===== config.mk =====
export PLATFORM = sky130hd
export DESIGN_NAME = pipe_stage_elastic_flat
export DESIGN_NICKNAME = d
export VERILOG_FILES = /design/src/rtl/pipe_stage_elastic_if.sv /design/src/rtl/pipe_stage_elastic.sv /design/src/flat_wrapper.sv
export SDC_FILE = /design/constraint.sdc
export NUM_CORES = 1
export LEC_CHECK = 0
export CAP_MARGIN = 20
export CORE_MARGIN = 1
export CORE_UTILIZATION = 52
export CTS_BUF_LIST = sky130_fd_sc_hd__clkbuf_16
export DETAILED_ROUTE_END_ITERATION = 7
export GPL_TIMING_DRIVEN = 0
export PLACE_DENSITY = 0.88
export SYNTH_ARGS = -nofsm -noshare
export SYNTH_HDL_FRONTEND = slang
export SYNTH_SLANG_ARGS = --single-unit

===== constraint.sdc =====
create_clock -name clk -period 2.76 [get_ports clk]
set_input_delay 0.69 -clock clk [delete_from_list [all_inputs] [get_ports clk]]
set_output_delay 0.69 -clock clk [all_outputs]
set_load 0.01 [all_outputs]

===== src/rtl/pipe_stage_elastic_if.sv =====
// Stream handshake bundle: valid/ready plus opaque payload and control fields.
// The master drives valid/data/ctrl; the slave answers with ready.
interface pipe_stage_elastic_if #(
  parameter int DATA_W = 32,
  parameter int CTRL_W = 8
);
  logic              valid;
  logic              ready;
  logic [DATA_W-1:0] data;
  logic [CTRL_W-1:0] ctrl;

  modport master (output valid, output data, output ctrl, input  ready);
  modport slave  (input  valid, input  data, input  ctrl, output ready);
endinterface


===== src/rtl/pipe_stage_elastic.sv =====
// Generic elastic pipeline register: head entry plus optional skid entry, flush-to-NOP, bubble counter.
// Latency 1 cycle; with SKID=1 in_ready comes straight from a flop, with SKID=0 it is combinational.
module pipe_stage_elastic #(
  parameter int                DATA_W   = 32,
  parameter int                CTRL_W   = 8,
  parameter logic [CTRL_W-1:0] CTRL_NOP = '0,
  parameter int                SKID     = 1,
  parameter int                CNT_W    = 16
) (
  input  logic                 clk,
  input  logic                 reset,
  input  logic                 i_flush,
  pipe_stage_elastic_if.slave  i_up,
  pipe_stage_elastic_if.master o_dn,
  output logic [1:0]           o_occupancy,
  output logic [CNT_W-1:0]     o_bubble_count
);

  localparam logic [CNT_W-1:0] CNT_ONE = {{(CNT_W-1){1'b0}}, 1'b1};
  localparam logic [CNT_W-1:0] CNT_MAX = {CNT_W{1'b1}};

  logic              r_out_valid;
  logic [DATA_W-1:0] r_out_data;
  logic [CTRL_W-1:0] r_out_ctrl;
  logic              r_skid_valid;
  logic [DATA_W-1:0] r_skid_data;
  logic [CTRL_W-1:0] r_skid_ctrl;
  logic [CNT_W-1:0]  r_bubble;

  logic w_in_ready;
  logic w_accept;
  logic w_retire;
  logic w_head_free;

  always_comb begin
    if (SKID != 0) w_in_ready = !r_skid_valid;
    else           w_in_ready = !r_out_valid || o_dn.ready;
  end

  assign w_accept    = i_up.valid && w_in_ready;
  assign w_retire    = r_out_valid && o_dn.ready;
  assign w_head_free = !r_out_valid || w_retire;

  // The skid entry always drains into the head before new input can land there,
  // which keeps ordering strictly FIFO.
  always_ff @(posedge clk) begin
    if (reset || i_flush) begin
      r_out_valid  <= 1'b0;
      r_out_data   <= '0;
      r_out_ctrl   <= CTRL_NOP;
      r_skid_valid <= 1'b0;
      r_skid_data  <= '0;
      r_skid_ctrl  <= CTRL_NOP;
    end else if (w_head_free) begin
      if (r_skid_valid) begin
        r_out_valid  <= 1'b1;
        r_out_data   <= r_skid_data;
        r_out_ctrl   <= r_skid_ctrl;
        r_skid_valid <= 1'b0;
      end else if (w_accept) begin
        r_out_valid <= 1'b1;
        r_out_data  <= i_up.data;
        r_out_ctrl  <= i_up.ctrl;
      end else begin
        r_out_valid <= 1'b0;
        r_out_data  <= '0;
        r_out_ctrl  <= CTRL_NOP;
      end
    end else if (w_accept && (SKID != 0)) begin
      r_skid_valid <= 1'b1;
      r_skid_data  <= i_up.data;
      r_skid_ctrl  <= i_up.ctrl;
    end
  end

  // Flush deliberately leaves the counter alone so debug history survives pipeline redirects.
  always_ff @(posedge clk) begin
    if (reset) begin
      r_bubble <= '0;
    end else if (!r_out_valid && (r_bubble != CNT_MAX)) begin
      r_bubble <= r_bubble + CNT_ONE;
    end
  end

  assign i_up.ready     = w_in_ready;
  assign o_dn.valid     = r_out_valid;
  assign o_dn.data      = r_out_data;
  assign o_dn.ctrl      = r_out_ctrl;
  assign o_occupancy    = {r_out_valid & r_skid_valid, r_out_valid ^ r_skid_valid};
  assign o_bubble_count = r_bubble;

endmodule


===== src/flat_wrapper.sv =====
// flat-port wrapper written by rule: the top's interface ports become plain ports
module pipe_stage_elastic_flat 
#(
  parameter int                DATA_W   = 32,
  parameter int                CTRL_W   = 8,
  parameter logic [CTRL_W-1:0] CTRL_NOP = '0,
  parameter int                SKID     = 1,
  parameter int                CNT_W    = 16
)
  (clk, reset, i_flush, o_occupancy, o_bubble_count, i_up_valid, i_up_data, i_up_ctrl, i_up_ready, o_dn_valid, o_dn_data, o_dn_ctrl, o_dn_ready);
  pipe_stage_elastic_if #(.DATA_W(DATA_W), .CTRL_W(CTRL_W)) i_up_i ();
  pipe_stage_elastic_if #(.DATA_W(DATA_W), .CTRL_W(CTRL_W)) o_dn_i ();
  input  logic clk;
  input  logic reset;
  input  logic i_flush;
  output logic [1:0] o_occupancy;
  output logic [CNT_W-1:0] o_bubble_count;
  input wire logic [$bits(i_up_i.valid)-1:0] i_up_valid;
  input wire logic [$bits(i_up_i.data)-1:0] i_up_data;
  input wire logic [$bits(i_up_i.ctrl)-1:0] i_up_ctrl;
  output wire logic [$bits(i_up_i.ready)-1:0] i_up_ready;
  output wire logic [$bits(o_dn_i.valid)-1:0] o_dn_valid;
  output wire logic [$bits(o_dn_i.data)-1:0] o_dn_data;
  output wire logic [$bits(o_dn_i.ctrl)-1:0] o_dn_ctrl;
  input wire logic [$bits(o_dn_i.ready)-1:0] o_dn_ready;
  assign i_up_i.valid = i_up_valid;
  assign i_up_i.data = i_up_data;
  assign i_up_i.ctrl = i_up_ctrl;
  assign i_up_ready = i_up_i.ready;
  assign o_dn_valid = o_dn_i.valid;
  assign o_dn_data = o_dn_i.data;
  assign o_dn_ctrl = o_dn_i.ctrl;
  assign o_dn_i.ready = o_dn_ready;
  pipe_stage_elastic #(.DATA_W(DATA_W), .CTRL_W(CTRL_W), .CTRL_NOP(CTRL_NOP), .SKID(SKID), .CNT_W(CNT_W)) u_core (.clk(clk), .reset(reset), .i_flush(i_flush), .i_up(i_up_i), .o_dn(o_dn_i), .o_occupancy(o_occupancy), .o_bubble_count(o_bubble_count));
endmodule

==> results.rst, run 1 <==
.. list-table::
   :header-rows: 1

   * - Metric
     - Value
   * - Run status
     - finished clean
   * - Most instantiated library cell after synthesis
     - sky130_fd_sc_hd__dfxtp_1
   * - #FFs+latches synth
     - 98
   * - Count of vias placed by the detailed router
     - 4229
   * - Layout cell share with drive strength beyond 1
     - 0.0494
   * - Detail Route Antenna Nets
     - 0
   * - Type of the worst setup path
     - register to output port
   * - Critical path launch point type
     - register
   * - HPWL after DPL
     - 7.53 mm
   * - Max Clock Freq
     - 376 MHz
   * - Worst Tran Pin Value
     - around 730 ps
   * - Post-detailed-route DRC marker count
     - 0
   * - RSZ-0062 raised after global routing
     - false
   * - Utilization after layout
     - 0.726
   * - Top metal layer carrying routed signals
     - met4
   * - CTS tree
     - yes
   * - Detailed-route wire length per cell
     - ~15 µm
   * - Number of buffers on the longest clock path
     - 2
   * - Final-report max-slew violation count
     - 0
   * - Pwr Density
     - 549 mW/mm²
   * - DIE AREA
     - 0.00825 mm²
   * - Met2 WL post-DR
     - 5.42 mm
   * - Area growth syn-to-layout
     - 36.0%
   * - Total nets after synthesis
     - 555
   * - Final setup violation count
     - 0
   * - Total length of routed met3 wires
     - ~800 µm
   * - Post-cts hold buffer count
     - 0
   * - Synthesized area per cell
     - 8.07 µm²
   * - Path class of the lowest-slack min-delay path
     - register to register
   * - Clock Skew
     - 6.20 ps
   * - Tcrit/Tclk final
     - 0.965
   * - Placer's final routability congestion estimate
     - 0.830
   * - Most instantiated cells after synthesis
     - sky130_fd_sc_hd__dfxtp_1, sky130_fd_sc_hd__a21oi_1, sky130_fd_sc_hd__nand2_1
   * - Dominant cell type by count on the critical path
     - sky130_fd_sc_hd__clkbuf_1
   * - Drt first-iter violations
     - 354
   * - Required time worst endpoint
     - 2070 ps
   * - Die X-Extent
     - 90.8 µm
   * - Final worst-path setup slack
     - 97.8 ps
   * - Total I/O pin count
     - 105
   * - First-pass GRT wire length
     - 18.1 mm
   * - Share of flip-flops with an asynchronous set or reset after synthesis
     - 0
   * - Final critical path time including I/O delays and setup
     - 2660 ps
   * - Post-Place Setup Slack
     - between 200 and 250 ps
   * - Insertion delay to the later sink of the worst-skew pair
     - 340 ps
   * - Gate count of the mapped netlist
     - 508
   * - Core footprint
     - 0.00769 mm²
   * - Starting density of the core
     - 0.534
   * - Clk pin slew, worst setup/hold paths
     - 60 ps
   * - Die boundary height
     - 90.8 µm
   * - Warnings from Yosys
     - 0
   * - Avg Vias per Cell
     - 5.80
   * - Overflow after GRT
     - 0
   * - Total number of nets in the final design
     - 669
   * - Via count of the first global-routing pass
     - 3975
   * - CTS buffer count
     - 9
   * - Slowest stage cell, crit path
     - sky130_fd_sc_hd__clkdlybuf4s50_1
   * - Row cnt
     - 32
   * - Final-layout setup total negative slack
     - 0 ps
   * - Diodes inserted
     - 0
   * - Leading post-synthesis cells by cell area
     - sky130_fd_sc_hd__dfxtp_1, sky130_fd_sc_hd__a21oi_1, sky130_fd_sc_hd__nand2_1
   * - Number of enable flip-flop cells after synthesis
     - 0
   * - Total track usage
     - 0.269
   * - Unique masters post-synth
     - 38
   * - Hold violation count in the final report
     - 0
   * - Largest net degree at the start of global routing
     - 17
   * - Share of the synthesized area in the top cell type
     - 0.478
   * - H-tree depth reported by CTS
     - 3
   * - Cell chosen for the clock root
     - sky130_fd_sc_hd__clkbuf_16
   * - Critical path data arrival time
     - between 1500 and 2000 ps
   * - Met1 WL
     - about 4.6 mm
   * - Slew headroom
     - 0.508
   * - Postcts setup bufs
     - 0
   * - Wirelength, routed
     - 11.0 mm
   * - Post-route worst hold slack
     - approximately 460 ps
   * - Number of search-and-repair iterations in the first detailed-routing pass
     - 5
   * - Port-buffer cells
     - 103
   * - Sequential fraction of the synthesis area
     - 0.478
   * - Placed instance area
     - between 0.005 and 0.006 mm²
   * - Final standard cell area without fillers
     - 0.00558 mm²
   * - Number of antenna violations at the first check in global routing
     - 0
   * - Num Clock Sinks
     - 98
   * - Critical Path Max Stage Delay
     - 620 ps
   * - # resized after CTS
     - 0
   * - Crit-path cells
     - clkbuf_1 -> inv_1 -> clkbuf_1 -> clkdlybuf4s50_1
   * - Maximum fanout along the worst path
     - 10
   * - Static leakage power
     - between 0.002 and 0.0025 µW
   * - Largest delay share family, worst path
     - buffers and inverters
   * - Endpoint type of the worst setup path
     - output port
   * - Cell accounting for the most synthesized area
     - sky130_fd_sc_hd__dfxtp_1
   * - Worst reg2reg setup slack
     - 650 ps
   * - Most used flip-flop cell after synthesis
     - sky130_fd_sc_hd__dfxtp_1
   * - Number of maximum-capacitance constraint violations
     - 0
   * - Post-Synthesis Cell Area
     - 0.00410 mm²
   * - Peak ir drop on the vdd network
     - about 430 µV
   * - Critical path buffer and inverter count
     - 4
==> layout by cell type, fill, tap and decap left out, types with 3 or more instances in the layout <==
cell type                         count
sky130_fd_sc_hd__clkdlybuf4s50_1    103
sky130_fd_sc_hd__dfxtp_1             98
sky130_fd_sc_hd__a21oi_1             93
sky130_fd_sc_hd__nand2_1             87
sky130_fd_sc_hd__nor2_1              45
sky130_fd_sc_hd__and3_1              43
sky130_fd_sc_hd__a211oi_1            40
sky130_fd_sc_hd__clkbuf_1            30
sky130_fd_sc_hd__buf_1                9
sky130_fd_sc_hd__clkbuf_16            9
sky130_fd_sc_hd__or3_1                7
sky130_fd_sc_hd__o21ai_0              6
sky130_fd_sc_hd__buf_2                4
sky130_fd_sc_hd__nand3_1              4
sky130_fd_sc_hd__o31ai_1              4
sky130_fd_sc_hd__nand4_2              3
sky130_fd_sc_hd__or4_1                3
sky130_fd_sc_hd__o21ai_1              3
==> cell families after synthesis <==
logic type               synth area share
adder cells (fa/ha/maj)           0.00610
AND/OR/NAND/NOR                     0.252
flip-flops                          0.478
AO/OA/AOI/OAI                       0.213
multiplexers                      0.00488
buffers and inverters              0.0452
==> state kept, by name, indices dropped and copies added (netlist names) <==
name	flops
u_core.o_dn.valid	1
u_core.r_skid_data	32
u_core.o_bubble_count	16
u_core.o_dn.ctrl	8
u_core.o_dn.data	32
u_core.r_skid_ctrl	8
u_core.r_skid_valid	1
==> path summary, 6_finish.rpt <==
| path | start | to | depth (start not counted) |
|---|---|---|---|
| max | u_core.r_skid_valid$_SDFFE_PP0P_ | i_up_ready | 4 |
| min | u_core.r_skid_ctrl[2]$_SDFFE_PP0P_ | u_core.r_skid_ctrl[2]$_SDFFE_PP0P_ | 2 |
| max reg2reg | u_core.o_bubble_count[0]$_SDFFE_PP0P_ | u_core.o_bubble_count[15]$_SDFFE_PP0P_ | 6 |
| min reg2reg | u_core.r_skid_ctrl[2]$_SDFFE_PP0P_ | u_core.r_skid_ctrl[2]$_SDFFE_PP0P_ | 2 |
==> stage by stage <==
| step | power [µW] | instances |
|---|---|---|
| 6_report | 3060 | 729 |
| 5_1_grt | 3160 | 729 |
| 4_1_cts | 3070 | 729 |
| 3_5_place_dp | 1770 | 713 |
| 3_3_place_gp | 1760 | 713 |
| 2_1_floorplan | 1610 | 508 |
==> per-layer routing <==
| metal | GRT usage | up-vias |
|---|---|---|
| met2 | 0.449 | 185 |
| met3 | 0.0438 | 25 |
| met1 | 0.340 | 2000 |
| li1 | - | 2019 |
| met5 | 0 | - |
| met4 | 0.123 | 0 |
==> where the power goes <==
part | switching (µW) | leakage, µW | internal (µW)
Sequential | 19.1 | 0.000794 | 1440
Clock | 531 | 0.000153 | 792
Combinational | 132 | 0.00111 | 148
Total | 682 | 0.00206 | 2380
==> final cells by class <==
type	count	area, µm²
Inverter	2	7.51
Fill cell	596	2110
Buffer	44	178
Clock inverter	7	93.8
Clock buffer	9	225
Tap cell	102	128
Sequential cell	98	1960
Timing Repair Buffer	103	1030
Multi-Input combinational cell	364	1950
==> worst register-to-register path, cell delays in order (launching register included) <==
cell	delay [ps]
sky130_fd_sc_hd__dfxtp_1	410
sky130_fd_sc_hd__ha_1	280
sky130_fd_sc_hd__nand4_2	190
sky130_fd_sc_hd__nor4_2	660
sky130_fd_sc_hd__buf_6	240
sky130_fd_sc_hd__nor4_2	70
sky130_fd_sc_hd__a211oi_2	190
No activity file was read; power rests on OpenSTA's default activity.
==> run 2: changes to the inputs <==
--- a/config.mk
+++ b/config.mk
@@ -6,12 +6,14 @@
 export NUM_CORES = 1
 export LEC_CHECK = 0
 export CAP_MARGIN = 20
+export CORE_ASPECT_RATIO = 0.9
 export CORE_MARGIN = 1
-export CORE_UTILIZATION = 52
+export CORE_UTILIZATION = 65
 export CTS_BUF_LIST = sky130_fd_sc_hd__clkbuf_16
 export DETAILED_ROUTE_END_ITERATION = 7
+export DONT_BUFFER_PORTS = 1
 export GPL_TIMING_DRIVEN = 0
-export PLACE_DENSITY = 0.88
+export PLACE_DENSITY = 0.85
 export SYNTH_ARGS = -nofsm -noshare
 export SYNTH_HDL_FRONTEND = slang
 export SYNTH_SLANG_ARGS = --single-unit
==> results.rst, run 2 (synthesized netlist as in run 1, its figures left out) <==
.. list-table::
   :header-rows: 1

   * - Metric
     - Value
   * - Number of antenna violations at the first check in global routing
     - 0
   * - Final-report max-slew violation count
     - 0
   * - Static leakage power
     - around 0.0017 µW
   * - Die X-Extent
     - between 80 and 90 µm
   * - Cell chosen for the clock root
     - sky130_fd_sc_hd__clkbuf_16
   * - Pint
     - 2200 µW
   * - Run status
     - finished clean
   * - Tcrit/Tclk final
     - 0.784
   * - Via count of the first global-routing pass
     - between 3000 and 4000
   * - Share of power burned in the clock network
     - 0.432
   * - Placer's final routability congestion estimate
     - 0.857
   * - Detail Route Antenna Nets
     - 0
   * - Diodes inserted
     - 0
   * - Count of vias placed by the detailed router
     - 3703
   * - Path class of the lowest-slack min-delay path
     - register to register
   * - Endpoint type of the worst setup path
     - register
   * - CTS buffer count
     - 9
   * - Final worst-path setup slack
     - 596 ps
   * - Final-layout setup total negative slack
     - 0 ps
   * - Avg Vias per Cell
     - 6.06
   * - DIE AREA
     - approximately 0.0066 mm²
   * - Port-buffer cells
     - 0
   * - Post-Place Setup Slack
     - 547 ps
   * - Maximum fanout along the worst path
     - 10
   * - Sequential cell fraction of total power
     - 0.517
   * - Overflow after GRT
     - 0
   * - Final setup violation count
     - 0
   * - Detailed-route wire length per cell
     - between 15 and 20 µm
   * - Pwr Density
     - around 630 mW/mm²
   * - Num Clock Sinks
     - 98
   * - Final standard cell area without fillers
     - 0.00451 mm²
   * - Die boundary height
     - 77.4 µm
   * - First-pass GRT wire length
     - 16.2 mm
   * - Total I/O pin count
     - 105
   * - Final critical path time including I/O delays and setup
     - between 2000 and 2500 ps
   * - Top library cells by usage in the layout, fill and taps aside
     - sky130_fd_sc_hd__dfxtp_1, sky130_fd_sc_hd__a21oi_1, sky130_fd_sc_hd__nand2_1
   * - Fraction of power spent switching nets
     - 0.230
   * - Clock Skew
     - 5.31 ps
   * - Insertion delay to the later sink of the worst-skew pair
     - 340 ps
   * - Post-cts hold buffer count
     - 0
   * - Total number of nets in the final design
     - 566
   * - Critical path data arrival time
     - 2430 ps
   * - Starting density of the core
     - 0.671
   * - Total track usage
     - 0.308
   * - Worst Tran Pin Value
     - just over 700 ps
   * - Required time worst endpoint
     - 3020 ps
   * - Type of the worst setup path
     - register to register
   * - H-tree depth reported by CTS
     - 3
   * - Number of maximum-capacitance constraint violations
     - 0
   * - Post-detailed-route DRC marker count
     - 0
   * - Wirelength, routed
     - 10.0 mm
   * - Slew headroom
     - 0.511
   * - Core footprint
     - ~0.006 mm²
   * - Count of fill cells added during filler insertion
     - roughly 470
   * - Layout cell share with drive strength beyond 1
     - 0.0611
   * - Gate power share
     - 0.051
   * - Max Clock Freq
     - between 400 and 500 MHz
   * - Net load switching power
     - 657 µW
   * - Placed instance area
     - 0.00421 mm²
   * - Clk pin slew, worst setup/hold paths
     - roughly 60 ps
   * - Hold violation count in the final report
     - 0
   * - Number of buffers on the longest clock path
     - 2
   * - # resized after CTS
     - 0
   * - Leading cell type in the layout, fill and taps excluded
     - sky130_fd_sc_hd__dfxtp_1
   * - Critical path launch point type
     - register
   * - Postcts setup bufs
     - 0
   * - CTS tree
     - yes
   * - HPWL after DPL
     - 6.71 mm
   * - Row cnt
     - 27
   * - Number of search-and-repair iterations in the first detailed-routing pass
     - 4
   * - Largest net degree at the start of global routing
     - 17
   * - Peak ir drop on the vdd network
     - 422 µV
   * - Drt first-iter violations
     - approximately 210
   * - RSZ-0062 raised after global routing
     - false
   * - Area growth syn-to-layout
     - 9.85%
==> run 2: changes by cell type in the layout (fill, tap and decap cells not counted) <==
| cell | before | now |
|---|---|---|
| sky130_fd_sc_hd__clkdlybuf4s50_1 | 103 | 0 |
| sky130_fd_sc_hd__clkinv_2 | 1 | 3 |
| sky130_fd_sc_hd__bufinv_16 | 2 | 1 |
| sky130_fd_sc_hd__clkinv_1 | 1 | 0 |
==> run 2: cell type report <==
| type | count | area, µm² | share of cell area |
|---|---|---|---|
| Tap cell | 87 | 109 | 0.0242 |
| Inverter | 2 | 7.51 | 0.00167 |
| Clock inverter | 7 | 70.1 | 0.0156 |
| Clock buffer | 9 | 225 | 0.0500 |
| Multi-Input combinational cell | 364 | 1950 | 0.434 |
| Sequential cell | 98 | 1960 | 0.435 |
| Buffer | 44 | 178 | 0.0394 |
==> run 2: per-layer routing <==
metal  part of all wire  routed length (µm)  GRT usage  vias to the layer above
met2               0.48                4800      0.510                      118
li1                   -                   -          -                     1817
met1               0.42                4220      0.378                     1750
met4              0.020                 200      0.113                        0
met3              0.080                 804     0.0936                       18
met5                  0                   0          0                        -
==> run 2: power by group through the flow <==
stage	combinational [µW]	clock, µW	sequential (µW)
floorplan	112	0	1500
global placement	138	0	1510
detailed placement	142	0	1510
CTS	144	1250	1480
global route	164	1300	1480
finish	145	1230	1480
==> run 2: worst max-delay path, cell delays in order, from the launching register on <==
cell and delay [ps]:
sky130_fd_sc_hd__dfxtp_1 450, sky130_fd_sc_hd__ha_1 300, sky130_fd_sc_hd__nand4_2 190, sky130_fd_sc_hd__nor4_2 660
sky130_fd_sc_hd__buf_6 240, sky130_fd_sc_hd__nor4_2 60, sky130_fd_sc_hd__a211oi_2 190
==> run 2: metrics by stage <==
stage	std cells	power [µW]	util	hold WS [ps]
after CTS	611	2870	0.737	456
after floorplan	508	1610	-	436
after detailed placement	595	1650	0.689	446
final	611	2850	0.737	456
after global routing	611	2950	0.737	473
after global placement	595	1640	0.689	441
==> run 2: worst paths after layout <==
kind / start / to / slack [ps] / depth (start not counted)
max: u_core.o_bubble_count[1]$_SDFFE_PP0P_ / u_core.o_bubble_count[15]$_SDFFE_PP0P_ / 600 / 6
max reg2reg: u_core.o_bubble_count[1]$_SDFFE_PP0P_ / u_core.o_bubble_count[15]$_SDFFE_PP0P_ / 600 / 6
min reg2reg: u_core.r_skid_ctrl[5]$_SDFFE_PP0P_ / u_core.r_skid_ctrl[5]$_SDFFE_PP0P_ / 460 / 2
min: u_core.r_skid_ctrl[5]$_SDFFE_PP0P_ / u_core.r_skid_ctrl[5]$_SDFFE_PP0P_ / 460 / 2
==> run 3: changes to the inputs <==
--- a/config.mk
+++ b/config.mk
@@ -8,12 +8,12 @@
 export CAP_MARGIN = 20
 export CORE_ASPECT_RATIO = 0.9
 export CORE_MARGIN = 1
-export CORE_UTILIZATION = 65
+export CORE_UTILIZATION = 62
 export CTS_BUF_LIST = sky130_fd_sc_hd__clkbuf_16
 export DETAILED_ROUTE_END_ITERATION = 7
 export DONT_BUFFER_PORTS = 1
 export GPL_TIMING_DRIVEN = 0
-export PLACE_DENSITY = 0.85
+export PLACE_DENSITY = 0.82
 export SYNTH_ARGS = -nofsm -noshare
 export SYNTH_HDL_FRONTEND = slang
 export SYNTH_SLANG_ARGS = --single-unit
==> constraint.sdc (replaced) <==
create_clock -name clk -period 2.16 [get_ports clk]
set_input_delay 0.54 -clock clk [delete_from_list [all_inputs] [get_ports clk]]
set_output_delay 0.54 -clock clk [all_outputs]
set_load 0.01 [all_outputs]
==> results.rst, run 3 (synthesized netlist as in run 1, its figures left out) <==
.. list-table::
   :header-rows: 1

   * - Metric
     - Value
   * - Run status
     - finished clean
   * - Fraction of power spent switching nets
     - 0.236
   * - CTS buffer count
     - 9
   * - H-tree depth reported by CTS
     - 3
   * - Final worst-path setup slack
     - around 150 ps
   * - Detail Route Antenna Nets
     - 0
   * - Final standard cell area without fillers
     - 0.00450 mm²
   * - Row cnt
     - 27
   * - Endpoint type of the worst setup path
     - register
   * - Detailed-route wire length per cell
     - 15.9 µm
   * - Total I/O pin count
     - 105
   * - Critical path launch point type
     - register
   * - Wirelength, routed
     - 9.74 mm
   * - Peak ir drop on the vdd network
     - 598 µV
   * - Core footprint
     - 0.00625 mm²
   * - Number of buffers on the longest clock path
     - 2
   * - Port-buffer cells
     - 0
   * - Top library cells by usage in the layout, fill and taps aside
     - sky130_fd_sc_hd__dfxtp_1, sky130_fd_sc_hd__a21oi_1, sky130_fd_sc_hd__nand2_1
   * - HPWL after DPL
     - 6.64 mm
   * - Placed instance area
     - 0.00421 mm²
   * - First-pass GRT wire length
     - 15.2 mm
   * - Largest net degree at the start of global routing
     - 17
   * - Worst Tran Pin Value
     - roughly 510 ps
   * - Die X-Extent
     - between 80 and 90 µm
   * - Cell chosen for the clock root
     - sky130_fd_sc_hd__clkbuf_16
   * - Post-Place Setup Slack
     - 46.3 ps
   * - # resized after CTS
     - 0
   * - Clock Skew
     - 4.28 ps
   * - Gate power share
     - 0.052
   * - Number of antenna violations at the first check in global routing
     - 0
   * - Tcrit/Tclk final
     - 0.932
   * - Worst Min Path Start
     - i_up_data[0]
   * - Drt first-iter violations
     - 219
   * - CTS tree
     - yes
   * - Layout cell share with drive strength beyond 1
     - 0.0630
   * - Maximum fanout along the worst path
     - 10
   * - Hold Path Cell Cnt
     - 2
   * - Static leakage power
     - between 0.0015 and 0.002 µW
   * - Total Power
     - ~3500 µW
   * - Total number of nets in the final design
     - 566
   * - Num Clock Sinks
     - 98
   * - Via count of the first global-routing pass
     - 3272
   * - Total track usage
     - 0.282
   * - RSZ-0062 raised after global routing
     - true
   * - Overflow after GRT
     - 0
   * - Postcts setup bufs
     - 0
   * - Starting density of the core
     - 0.656
   * - Hold violation count in the final report
     - 0
   * - Hold Path End
     - u_core.r_skid_data[0]$_SDFFE_PP0P_
   * - Final setup violation count
     - 0
   * - Post-cts hold buffer count
     - 0
   * - DIE AREA
     - 0.00695 mm²
   * - Placer's final routability congestion estimate
     - 0.877
   * - Number of maximum-capacitance constraint violations
     - 0
   * - Final critical path time including I/O delays and setup
     - 2010 ps
   * - Slew headroom
     - 0.662
   * - Diodes inserted
     - 0
   * - Share of power burned in the clock network
     - 0.411
   * - Leading cell type in the layout, fill and taps excluded
     - sky130_fd_sc_hd__dfxtp_1
   * - Type of the worst setup path
     - register to register
   * - Reg-to-Reg Start
     - u_core.o_dn.valid$_SDFFE_PP0P_
   * - Avg Vias per Cell
     - 5.93
   * - Count of vias placed by the detailed router
     - 3623
   * - Insertion delay to the later sink of the worst-skew pair
     - between 300 and 400 ps
   * - Critical path data arrival time
     - between 2000 and 2500 ps
   * - Post-detailed-route DRC marker count
     - 0
   * - Pint
     - 2690 µW
   * - Worst reg2reg setup slack
     - 150 ps
   * - Max Clock Freq
     - 497 MHz
   * - Pwr Density
     - approximately 780 mW/mm²
   * - Path class of the lowest-slack min-delay path
     - input port to register
   * - Clk pin slew, worst setup/hold paths
     - 70 ps
   * - End of the worst register-to-register path
     - u_core.o_dn.ctrl[5]$_SDFFE_PP0P_
   * - Number of search-and-repair iterations in the first detailed-routing pass
     - 4
   * - Reg2Reg Depth
     - 6
   * - Die boundary height
     - 79.2 µm
   * - Final-report max-slew violation count
     - 0
   * - Net load switching power
     - 828 µW
   * - Area growth syn-to-layout
     - 9.61%
   * - Required time worst endpoint
     - between 2000 and 2500 ps
   * - Sequential cell fraction of total power
     - 0.536
   * - Utilization after layout
     - 0.719
run 3: cell count changes in the layout (fill, tap and decap cells not counted):
| cell | previous run | this run |
|---|---|---|
| sky130_fd_sc_hd__nor3b_1 | 1 | 0 |
| sky130_fd_sc_hd__clkinv_4 | 2 | 1 |
| sky130_fd_sc_hd__nor3b_2 | 0 | 1 |
| sky130_fd_sc_hd__nor4_4 | 0 | 1 |
| sky130_fd_sc_hd__clkinvlp_4 | 1 | 3 |
| sky130_fd_sc_hd__nor4_2 | 2 | 1 |
| sky130_fd_sc_hd__bufinv_16 | 1 | 0 |
run 3: how the worst max path moves through the flow:
stage                     cells past startpoint  slack (ps)                                endpoint                                   from
after global placement                        6          90  u_core.o_bubble_count[15]$_SDFFE_PP0P_  u_core.o_bubble_count[0]$_SDFFE_PP0P_
after CTS                                     6          10  u_core.o_bubble_count[15]$_SDFFE_PP0P_  u_core.o_bubble_count[0]$_SDFFE_PP0P_
final                                         6         150        u_core.o_dn.ctrl[5]$_SDFFE_PP0P_         u_core.o_dn.valid$_SDFFE_PP0P_
after global routing                          6          -3        u_core.o_dn.ctrl[5]$_SDFFE_PP0P_         u_core.o_dn.valid$_SDFFE_PP0P_
after floorplan                               5         360  u_core.o_bubble_count[14]$_SDFFE_PP0P_  u_core.o_bubble_count[0]$_SDFFE_PP0P_
after detailed placement                      6          50  u_core.o_bubble_count[15]$_SDFFE_PP0P_  u_core.o_bubble_count[0]$_SDFFE_PP0P_
run 3: layer usage:
| layer | wire, µm | part of all wire | GRT usage |
|---|---|---|---|
| met5 | 0 | 0 | 0 |
| met4 | 195 | 0.020 | 0.0770 |
| met3 | 905 | 0.093 | 0.123 |
| met2 | 4440 | 0.46 | 0.437 |
| met1 | 4200 | 0.43 | 0.356 |
run 3: cell type report:
class,instances,area (µm²)
Clock inverter,7,46.3
Fill cell,523,1750
Tap cell,87,109
Clock buffer,9,225
Buffer,44,178
Inverter,2,7.51
Sequential cell,98,1960
Multi-Input combinational cell,364,1970
run 3: worst max-delay path: stages (launching register included):
cell                       delay (ps)
sky130_fd_sc_hd__dfxtp_1          370
sky130_fd_sc_hd__buf_2            200
sky130_fd_sc_hd__nand2b_1         160
sky130_fd_sc_hd__clkbuf_1         400
sky130_fd_sc_hd__buf_1            410
sky130_fd_sc_hd__nor2_1            90
sky130_fd_sc_hd__a211oi_1         280
run 3: through the flow:
step / hold WS (ps) / setup TNS, ps / instances
after floorplan: 436 / 0 / 508
after global placement: 441 / 0 / 595
after detailed placement: 447 / 0 / 595
after CTS: 331 / 0 / 611
after global routing: 323 / -2.98 / 611
final: 332 / 0 / 611
run 3: power by group through the flow:
stage / Combinational (µW) / Sequential (µW) / Clock, µW
finish: 184 / 1890 / 1450
global route: 207 / 1890 / 1540
CTS: 183 / 1890 / 1460
detailed placement: 181 / 1930 / 0
global placement: 176 / 1920 / 0
floorplan: 143 / 1920 / 0
==> patch, RTL diff (flow settings as in run 3) <==
`DATA_W` is set to 32 in 3 places; all go to 16.
--- a/src/rtl/pipe_stage_elastic_if.sv
+++ b/src/rtl/pipe_stage_elastic_if.sv
@@ -2,5 +2,5 @@
 // The master drives valid/data/ctrl; the slave answers with ready.
 interface pipe_stage_elastic_if #(
-  parameter int DATA_W = 32,
+  parameter int DATA_W = 16,
   parameter int CTRL_W = 8
 );
--- a/src/rtl/pipe_stage_elastic.sv
+++ b/src/rtl/pipe_stage_elastic.sv
@@ -2,5 +2,5 @@
 // Latency 1 cycle; with SKID=1 in_ready comes straight from a flop, with SKID=0 it is combinational.
 module pipe_stage_elastic #(
-  parameter int                DATA_W   = 32,
+  parameter int                DATA_W   = 16,
   parameter int                CTRL_W   = 8,
   parameter logic [CTRL_W-1:0] CTRL_NOP = '0,
--- a/src/flat_wrapper.sv
+++ b/src/flat_wrapper.sv
@@ -2,5 +2,5 @@
 module pipe_stage_elastic_flat 
 #(
-  parameter int                DATA_W   = 32,
+  parameter int                DATA_W   = 16,
   parameter int                CTRL_W   = 8,
   parameter logic [CTRL_W-1:0] CTRL_NOP = '0,
Ports: changed (resized i_up_data and o_dn_data); port bits go from 105 to 73. No check against the original RTL was run, so the function may have changed too.
==> patch against run 3 <==
Combinational power decreased by 25%. Clock power decreased by 15%. Routed wire length decreased by 29%. First-iteration DRC count decreased by 11%. Synthesized cell count decreased by 31%. Sequential cell count decreased by 32. Synthesized area decreased by 29%. Design area decreased by 28%. Via count decreased by 28%. Worst setup slack improved by 110 ps. Clock skew increased by 1.7 ps. Power decreased by 25%.
==> patch: results (changes against run 3) <==
stage	metric	value	unit	change
pwr	p_leak	1.24	nW	-26%
final_layout	instances_no_fill	427		-30%
final_layout	fillers	381		-27%
setup_path	slowest_delay	440	ps	+30 ps
final_layout	finalNetCount	392		-31%
timing	maxSlewHeadroom	66.1	%	-0.10 points
setup_path	crit_fanout	8		-2
setup_path	crit_slowest_cell	dfxtp_1		
synthesis	syn-num-nets	381		-31%
status	status	complete, no violations		
placement	place_inst	412		-31%
clock_network	path_clk_slew	50	ps	-20 ps
synthesis	avgSynthCellArea	8.30	sq um	+2.8%
grt	global_route.usage.met3	12.0	%	-0.31 points
detailed_routing	drt_iter0_drc	194		-11%
synthesis	synthTopCellsByCount	dfxtp_1 (66), a21oi_1 (57), nand2_1 (51)		
synthesis	synth_top_area_share	45.5	%	-2.3 points
grt	grt_max_degree	11		-6
placement	detailed_place.area	2980	sq um	-29%
placement	place_hpwl	4770	um	-28%
pwr	switching_power	0.605	mW	-27%
pwr	ir_worst_vdd	576	uV	-3.6%
detailed_routing	wl	6930	um	-29%
setup_path	critPathArrivalTime	2100	ps	-150 ps
synthesis	seq_area_frac_synth	45.5	%	-2.3 points
synthesis	synthTopCellsByArea	dfxtp_1 (45%), a21oi_1 (9.8%), a211oi_1 (6.7%)		
final_layout	drive_above_1_share	9.59	%	+3.3 points
==> patch: changes by cell type in the layout (fill, tap and decap cells not counted), sizes merged, moves of 12 or more <==
| cell | change |
|---|---|
| a21oi | -36 |
| nand2 | -36 |
| dfxtp | -32 |
| a211oi | -15 |
| and3 | -14 |
| clkbuf | -12 |
==> patch: cell families (layout without fill, tap and decap cells) <==
| group | after synthesis | in the layout | synth area share, % |
|---|---|---|---|
| adder cells (fa/ha/maj) | 2 | 2 | 0.862 |
| flip-flops | 66 | 66 | 45.5 |
| XOR/XNOR | 2 | 2 | 0.603 |
| buffers and inverters | 30 | 45 | 4.70 |
| AO/OA/AOI/OAI | 93 | 93 | 19.4 |
| AND/OR/NAND/NOR | 152 | 152 | 27.0 |
| multiplexers | 5 | 5 | 1.90 |
==> patch: area by class of cell <==
cell class,instances,area share [%]
well taps,62,2.40
clock buffers,9,6.97
clock inverters,6,0.813
plain buffers,28,3.99
multi-input cells,254,44.7
flip-flops and latches,66,40.9
inverters,2,0.232
==> patch: power by group through the flow <==
stage               Combinational, mW  Sequential (mW)  Clock, mW
floorplan                       0.107             1.30          0
global placement                0.132             1.30          0
detailed placement              0.136             1.30          0
CTS                             0.137             1.28       1.24
global route                    0.153             1.28       1.29
finish                          0.138             1.28       1.23
==> patch: critical path, delay by kind of cell, from the launching register on <==
kind | cells | cell delay, ps
fa+ha+maj | 1 | 380
mux | 1 | 330
flops | 1 | 440
compound gates | 1 | 180
simple gates | 2 | 450
==> patch: worst paths after layout <==
check | start | cells past startpoint | slack [ps] | to
worst max-delay path | u_core.o_bubble_count[0] | 5 | 260 | u_core.o_bubble_count[3]
worst min register to register | u_core.r_skid_data[4] | 2 | 450 | u_core.r_skid_data[4]
worst max register to register | u_core.o_bubble_count[0] | 5 | 260 | u_core.o_bubble_count[3]
worst min-delay path | i_up_data[8] | 2 | 350 | u_core.r_skid_data[8]
==> patch: metal layers <==
| layer | wire, um | vias to the layer above | share of wire [%] |
|---|---|---|---|
| li1 | - | 1271 | - |
| met1 | 3050 | 1233 | 44 |
| met2 | 3180 | 101 | 46 |
| met3 | 661 | 4 | 9.5 |
| met4 | 37 | 0 | 0.53 |
| met5 | 0 | - | 0 |
